`config.mk`:
```
export PLATFORM = sky130hd
export DESIGN_NAME = zports_regs
export DESIGN_NICKNAME = d
export VERILOG_FILES = /design/src/rtl/zports_regs.sv
export SDC_FILE = /design/constraint.sdc
export NUM_CORES = 1
export LEC_CHECK = 0
export CORE_MARGIN = 1
export CORE_UTILIZATION = 47
export CTS_BUF_LIST = sky130_fd_sc_hd__clkbuf_4 sky130_fd_sc_hd__clkbuf_8
export DETAILED_ROUTE_END_ITERATION = 12
export PLACE_DENSITY = 0.75
export SLEW_MARGIN = 0
export SYNTH_ARGS = -nofsm -noshare
export SYNTH_HDL_FRONTEND = slang
export SYNTH_SLANG_ARGS = --single-unit
```
`constraint.sdc`:
```
create_clock -name fclk -period 2.96 [get_ports fclk]
set_input_delay 0.592 -clock fclk [delete_from_list [all_inputs] [get_ports fclk]]
set_output_delay 0.592 -clock fclk [all_outputs]
set_load 0.02 [all_outputs]
```
`src/rtl/zports_regs.sv`:
```
// ZX-bus ports register file: CONFIG/MASK/STATUS, chip reset generation and
// Z80 interrupt request. Write strobes arrive asynchronously and are
// synchronized into fclk before being accepted.
module zports_regs #(
  parameter int unsigned RST_CYCLES = 16,
  parameter logic [7:0]  CFG_RESET  = 8'h00
) (
  input  logic       fclk,
  input  logic       zrst_n,
  input  logic       ports_wrena,
  input  logic       ports_wrstb_n,
  input  logic [1:0] ports_addr,
  input  logic [7:0] ports_wrdata,
  output logic [7:0] ports_rddata,
  output logic [1:0] rommap_win,
  output logic       rommap_ena,
  output logic       w5300_ports,
  output logic       w5300_rst_n,
  output logic       sl811_rst_n,
  input  logic       w5300_int_n,
  input  logic       sl811_intrq,
  output logic       zint_n
);

  localparam logic [7:0] PorInit = 8'(RST_CYCLES);

  localparam logic [1:0] AddrSl811  = 2'd0;
  localparam logic [1:0] AddrConfig = 2'd1;
  localparam logic [1:0] AddrMask   = 2'd2;
  localparam logic [1:0] AddrStatus = 2'd3;

  // Strobe synchronizer (s0, s1) and history (s2, s3); idle level is high.
  logic stb_s0_q, stb_s1_q, stb_s2_q, stb_s3_q;
  // Interrupt synchronizers plus one previous sample for edge detection.
  logic wint_s0_q, wint_s1_q, wint_prev_q;
  logic sint_s0_q, sint_s1_q, sint_prev_q;

  logic [5:0] cfg_q, cfg_d;
  logic [1:0] mask_q, mask_d;
  logic [1:0] pend_q, pend_d;
  logic [7:0] por_ctr_q, por_ctr_d;
  logic       w5300_rst_n_q, w5300_rst_n_d;
  logic       sl811_rst_n_q, sl811_rst_n_d;
  logic       zint_n_q, zint_n_d;

  logic       wr_accept;
  logic       wr_en;
  logic       por_active;
  logic [1:0] pend_set;

  // Upper write-data bits have no storage behind them.
  logic unused_wrdata;
  assign unused_wrdata = ^ports_wrdata[7:6];

  // Synchronizer and edge-history flops, reset to the inactive input levels so
  // that levels already asserted at reset exit do not look like edges.
  always_ff @(posedge fclk or negedge zrst_n) begin
    if (!zrst_n) begin
      stb_s0_q    <= 1'b1;
      stb_s1_q    <= 1'b1;
      stb_s2_q    <= 1'b1;
      stb_s3_q    <= 1'b1;
      wint_s0_q   <= 1'b1;
      wint_s1_q   <= 1'b1;
      wint_prev_q <= 1'b1;
      sint_s0_q   <= 1'b0;
      sint_s1_q   <= 1'b0;
      sint_prev_q <= 1'b0;
    end else begin
      stb_s0_q    <= ports_wrstb_n;
      stb_s1_q    <= stb_s0_q;
      stb_s2_q    <= stb_s1_q;
      stb_s3_q    <= stb_s2_q;
      wint_s0_q   <= w5300_int_n;
      wint_s1_q   <= wint_s0_q;
      wint_prev_q <= wint_s1_q;
      sint_s0_q   <= sl811_intrq;
      sint_s1_q   <= sint_s0_q;
      sint_prev_q <= sint_s1_q;
    end
  end

  // Accept once per strobe-low period: two low samples following a high one.
  assign wr_accept = ~stb_s1_q & ~stb_s2_q & stb_s3_q;
  assign wr_en     = wr_accept & ports_wrena;

  assign pend_set[0] = wint_prev_q & ~wint_s1_q;
  assign pend_set[1] = ~sint_prev_q & sint_s1_q;

  assign por_active = (por_ctr_q != 8'd0);

  // Register next-state: writes, W1C with set priority, reset counter, outputs.
  always_comb begin
    cfg_d  = cfg_q;
    mask_d = mask_q;
    pend_d = pend_q;
    if (wr_en) begin
      unique case (ports_addr)
        AddrConfig: cfg_d  = ports_wrdata[5:0];
        AddrMask:   mask_d = ports_wrdata[1:0];
        AddrStatus: pend_d = pend_q & ~ports_wrdata[1:0];
        default:    ;
      endcase
    end
    pend_d = pend_d | pend_set;

    por_ctr_d     = por_active ? por_ctr_q - 8'd1 : por_ctr_q;
    w5300_rst_n_d = ~(por_active | cfg_q[4]);
    sl811_rst_n_d = ~(por_active | cfg_q[5]);
    zint_n_d      = ~|(pend_q & mask_q);
  end

  // Architectural state.
  always_ff @(posedge fclk or negedge zrst_n) begin
    if (!zrst_n) begin
      cfg_q         <= CFG_RESET[5:0];
      mask_q        <= 2'b00;
      pend_q        <= 2'b00;
      por_ctr_q     <= PorInit;
      w5300_rst_n_q <= 1'b0;
      sl811_rst_n_q <= 1'b0;
      zint_n_q      <= 1'b1;
    end else begin
      cfg_q         <= cfg_d;
      mask_q        <= mask_d;
      pend_q        <= pend_d;
      por_ctr_q     <= por_ctr_d;
      w5300_rst_n_q <= w5300_rst_n_d;
      sl811_rst_n_q <= sl811_rst_n_d;
      zint_n_q      <= zint_n_d;
    end
  end

  // Read mux; reads have no side effects.
  always_comb begin
    ports_rddata = 8'hFF;
    unique case (ports_addr)
      AddrSl811:  ports_rddata = 8'hFF;
      AddrConfig: ports_rddata = {2'b00, cfg_q};
      AddrMask:   ports_rddata = {6'b0, mask_q};
      AddrStatus: ports_rddata = {2'b00, sint_s1_q, ~wint_s1_q, 2'b00, pend_q};
      default:    ports_rddata = 8'hFF;
    endcase
  end

  assign rommap_win  = cfg_q[1:0];
  assign rommap_ena  = cfg_q[2];
  assign w5300_ports = cfg_q[3];
  assign w5300_rst_n = w5300_rst_n_q;
  assign sl811_rst_n = sl811_rst_n_q;
  assign zint_n      = zint_n_q;

endmodule

```
Yosys cells after proc, flatten, opt, wreduce, memory -nomap -nowiden

Index checks and enable logic that the tools add are counted.

Bits in registers: 31
Logic and storage cells: 47

$add $sub $neg: 1
Equal/unequal tests: 3
Muxes and demuxes: 3
Bitwise logic cells: 17
Reduce and logical (&&, ||, !) cells: 6

Operator list:

| kind                  | number |
|---|---|
| $pmux W8 S4           | 1 |
| $reduce_bool A8 Y1    | 1 |
| $sub A8 B1 Y8 const B | 1 |
| $not A1 Y1            | 6 |
| $and A1 B1 Y1         | 5 |
| $and A2 B2 Y2         | 2 |
| $eq A2 B2 Y1 const B  | 2 |
| $mux W2               | 2 |
| $reduce_and A2 Y1     | 2 |
| $eq A2 B1 Y1 const B  | 1 |
| $logic_not A2 Y1      | 1 |
| $not A2 Y2            | 1 |
| $or A1 B1 Y1          | 2 |
| $or A2 B2 Y2          | 1 |
| $reduce_or A2 Y1      | 1 |
| $logic_not A1 Y1      | 1 |

Logic depth before layout (Yosys ltp)

Word-level depth: 6
Depth in mapped cells: 5
Gate-level depth less buffers: 5

Worst setup path after synthesis

No wires, ideal clock.

Path kind: in2out
From: input port ports_addr[0]
To: output port ports_rddata[7]
Data arrival time: 1332 ps
Required time: 2368 ps
Path slack: 1036 ps
Stages on the path: 3
Buffers on the path: 2
Cell sequence: clkbuf_1 > nor2_1 > buf_4

Longest elaborated chain between the ends: 2

RTL lines:

| what                                       | line | source |
|---|---|---|
| start: declaration                         | 12   | `input logic [1:0] ports_addr,` |
| $eq A2 B2 Y1, or another cell as far along | 137  | `unique case (ports_addr)` |
| $pmux W8 S4 *                              | 137  |  |
| end: declaration                           | 14   | `output logic [7:0] ports_rddata,` |

Every way passes the cells marked *; elsewhere a longest branch is shown, timed or not.

Worst setup path after layout

From: input port ports_addr[1]
To: output port ports_rddata[5]

Same word-level chain as after synthesis.

==> reports/metrics.cfg <==
[clock_network]
numClockSinks = 31
clk_path_buf_depth = 2
path_clk_slew_ps = 80
cts-hold-fix-buffers = 0
clk_latency_ps = 320
cts_setup_buffers = 0
cts_tree = built
cts-buffers-inserted = 5
ctsResizeCount = 0
cts_max_level = 2
clockRootBuffer = clkbuf_4

[place]
place_area_mm2 = 0.001608
dp.cells = 160
post-dp-hpwl_um = 1519
gp_congestion = 0.7990
port_buffers = 28

[layout]
drive_above_1_share_pct = 24.64
fin_cells = 168
diodes = 0
finalInstanceArea_mm2 = 0.001672
layout.nets = 155
fin_util_pct = 65.68
area_delta_synth_final_pct = 28.71

[timing]
fin_crit_sh_pct = 94.95
holdWs_ps = 359.4
hold_viol = 0
slew_headroom_pct = 71.97
fin_skew_ps = 7.874
tns_ps = 0
maxSlewViolCount = 0
rsz0062_at_grt = no
setup_viol = 0
fmax_ghz = 0.3558
final.min_clock_period_ps = 2810
worst_pin_slew_ps = 419.5

[job]
max_cap_violations = 0

[power_and_ir_drop]
power.density_mw_per_mm2 = 545.5
vdd_drop_max_mv = 0.4818
p_leak_nw = 0.7749

[synthesis]
yosys.area.top_type = dfrtp_1
yosysSeqAreaShare_pct = 60.60
synth_area_mm2 = 0.001299
synth.area.top_cells = dfrtp_1 (42%), dfstp_2 (18%), mux2_2 (9.5%)
synth_fp_nets = 122
synth.top_cell.area_share_pct = 42.39
synthAdderAreaFrac_pct = 1.927
ys_seq_elements = 31
yosys.area_share.simple_pct = 14.45
syn_avg_cell_area_um2 = 12.49
yosysWarnings = 0
synth_mux_area_share_pct = 11.85
synth-xor-area-share_pct = 2.697
syn_inst = 104
synth_compound_area_share_pct = 4.335
ys_types = 27
synth_top_family_by_area = simple AND/OR/NAND/NOR gates

[setup_path]
worstSetupStartpoint = ports_addr[1]
r2r_start = por_ctr_q[0]
crit_fanout = 10
crit_type = in -> out
worstPathRequired_ps = 2370
r2r_cells = 5
crit_path_start_kind = input port
endpoint_kind = primary output
crit_top_cell = clkdlybuf4s50_1
cp_slowest_stage_delay_ps = 630
cpMaxStageDelayCell = clkdlybuf4s50_1
crit_chain = clkdlybuf4s50_1, buf_4, o21ai_0, clkdlybuf4s50_1
critPathArrivalTime_ps = 2220

[routing]
drt_iter0_drc = 11
postRouteAntennaNets = 0
viasPerCell = 5.173
route.vias.total = 869
drc = 0
wl_per_cell_um = 12.41
drt-total-wl_um = 2085
drtPass1Iterations = 4

[global_route]
first_global_vias = 824
grt_max_degree = 32
grt_pass1_wl_um = 3346
grt-ovfl-total = 0
grt_antenna_before_repair = 0
grt_use_total_pct = 16.92

[floorplanning]
dieArea_mm2 = 0.002977
die_x_um = 54.57
io_pins = 31
start_util_pct = 51.03
rows = 18
die_y_um = 54.57
core_area_mm2 = 0.002545

[hold_path]
hold_depth = 0
hold_path_class = reg -> reg
hp-start = wint_s0_q

[status]
outcome = finished, final reports clean

layout by cell type (no fill, tap or decap), types with 3 or more instances in the layout:
cell	instances
a21oi_1	4
buf_4	3
clkbuf_4	6
clkdlybuf4s50_1	28
dfrtp_1	22
dfstp_2	9
inv_1	6
mux2_2	11
mux2i_1	3
nand2_1	4
nor2_1	13
xnor2_1	4
cell usage after synthesis, drive strengths merged:
| master | n |
|---|---|
| a21oi | 4 |
| a22o | 2 |
| a22oi | 1 |
| and2 | 1 |
| and4bb | 1 |
| buf | 4 |
| clkbuf | 1 |
| dfrtp | 22 |
| dfstp | 9 |
| ha | 2 |
| inv | 6 |
| mux2 | 11 |
| mux2i | 3 |
| nand2 | 4 |
| nand2b | 2 |
| nand3 | 2 |
| nand3b | 1 |
| nand4 | 2 |
| nor2 | 13 |
| nor2b | 2 |
| nor3 | 2 |
| nor3b | 2 |
| nor4 | 1 |
| o21ai | 1 |
| o22ai | 1 |
| xnor2 | 4 |
per-layer routing:
layer	routed length (um)	vias up	share of wire (%)	global-route usage [%]
li1	-	415	-	-
met1	956	421	46	20.14
met2	963	28	46	26.22
met3	134	5	6.4	5.833
met4	31	0	1.5	10.26
met5	0	-	0	0
state kept, by name (all words and copies together) (netlist names), 2 cells and up:
register and count:
cfg_q 6, mask_q 2, pend_q 2, por_ctr_q 8
final cells by class:
cell class              instances  area, um^2
flip-flops and latches         31       787.0
multi-input cells              62       457.9
inverters                       6       22.52
clock inverters                 1       5.005
clock buffers                   7       58.81
well taps                      30       37.54
repair buffers                 31       302.8
fillers                       193       873.3
worst paths after layout:
path / slack, ps / end
min in group asynchronous: 650 / cfg_q[3]
max in group asynchronous: 1990 / stb_s1_q
worst min register to register: 360 / wint_s1_q
worst max register to register: 1420 / por_ctr_q[0]
worst max-delay path: 150 / ports_rddata[5]
worst min-delay path: 360 / wint_s1_q
power by group:
| group | internal (mW) | leakage (nW) | switching (mW) |
|---|---|---|---|
| combinational | 0.0916 | 0.368 | 0.0768 |
| clock | 0.124 | 0.0387 | 0.132 |
| sequential | 0.466 | 0.368 | 0.0208 |
| total | 0.682 | 0.775 | 0.230 |
cells by family (layout without fill, tap and decap cells):
kind of cell / count (synthesis) / after routing
simple gates: 33 / 33
flops: 31 / 31
mux: 14 / 14
buf+inv: 11 / 45
compound gates: 9 / 9
xor+xnor: 4 / 4
fa+ha+maj: 2 / 2
critical path, delay by kind of cell:
family                 cells  cell delay, ps
AO/OA/AOI/OAI              1             160
buffers and inverters      3            1460
per-stage QoR:
stage	worst slack, ps	power, mW
after floorplan	1036	0.5799
after CTS	132.0	0.9278
after global placement	151.7	0.6611
after detailed placement	139.2	0.6665
after global routing	67.63	0.9631
final	149.5	0.9118
Note: power is estimated with default switching activity, not from simulation.
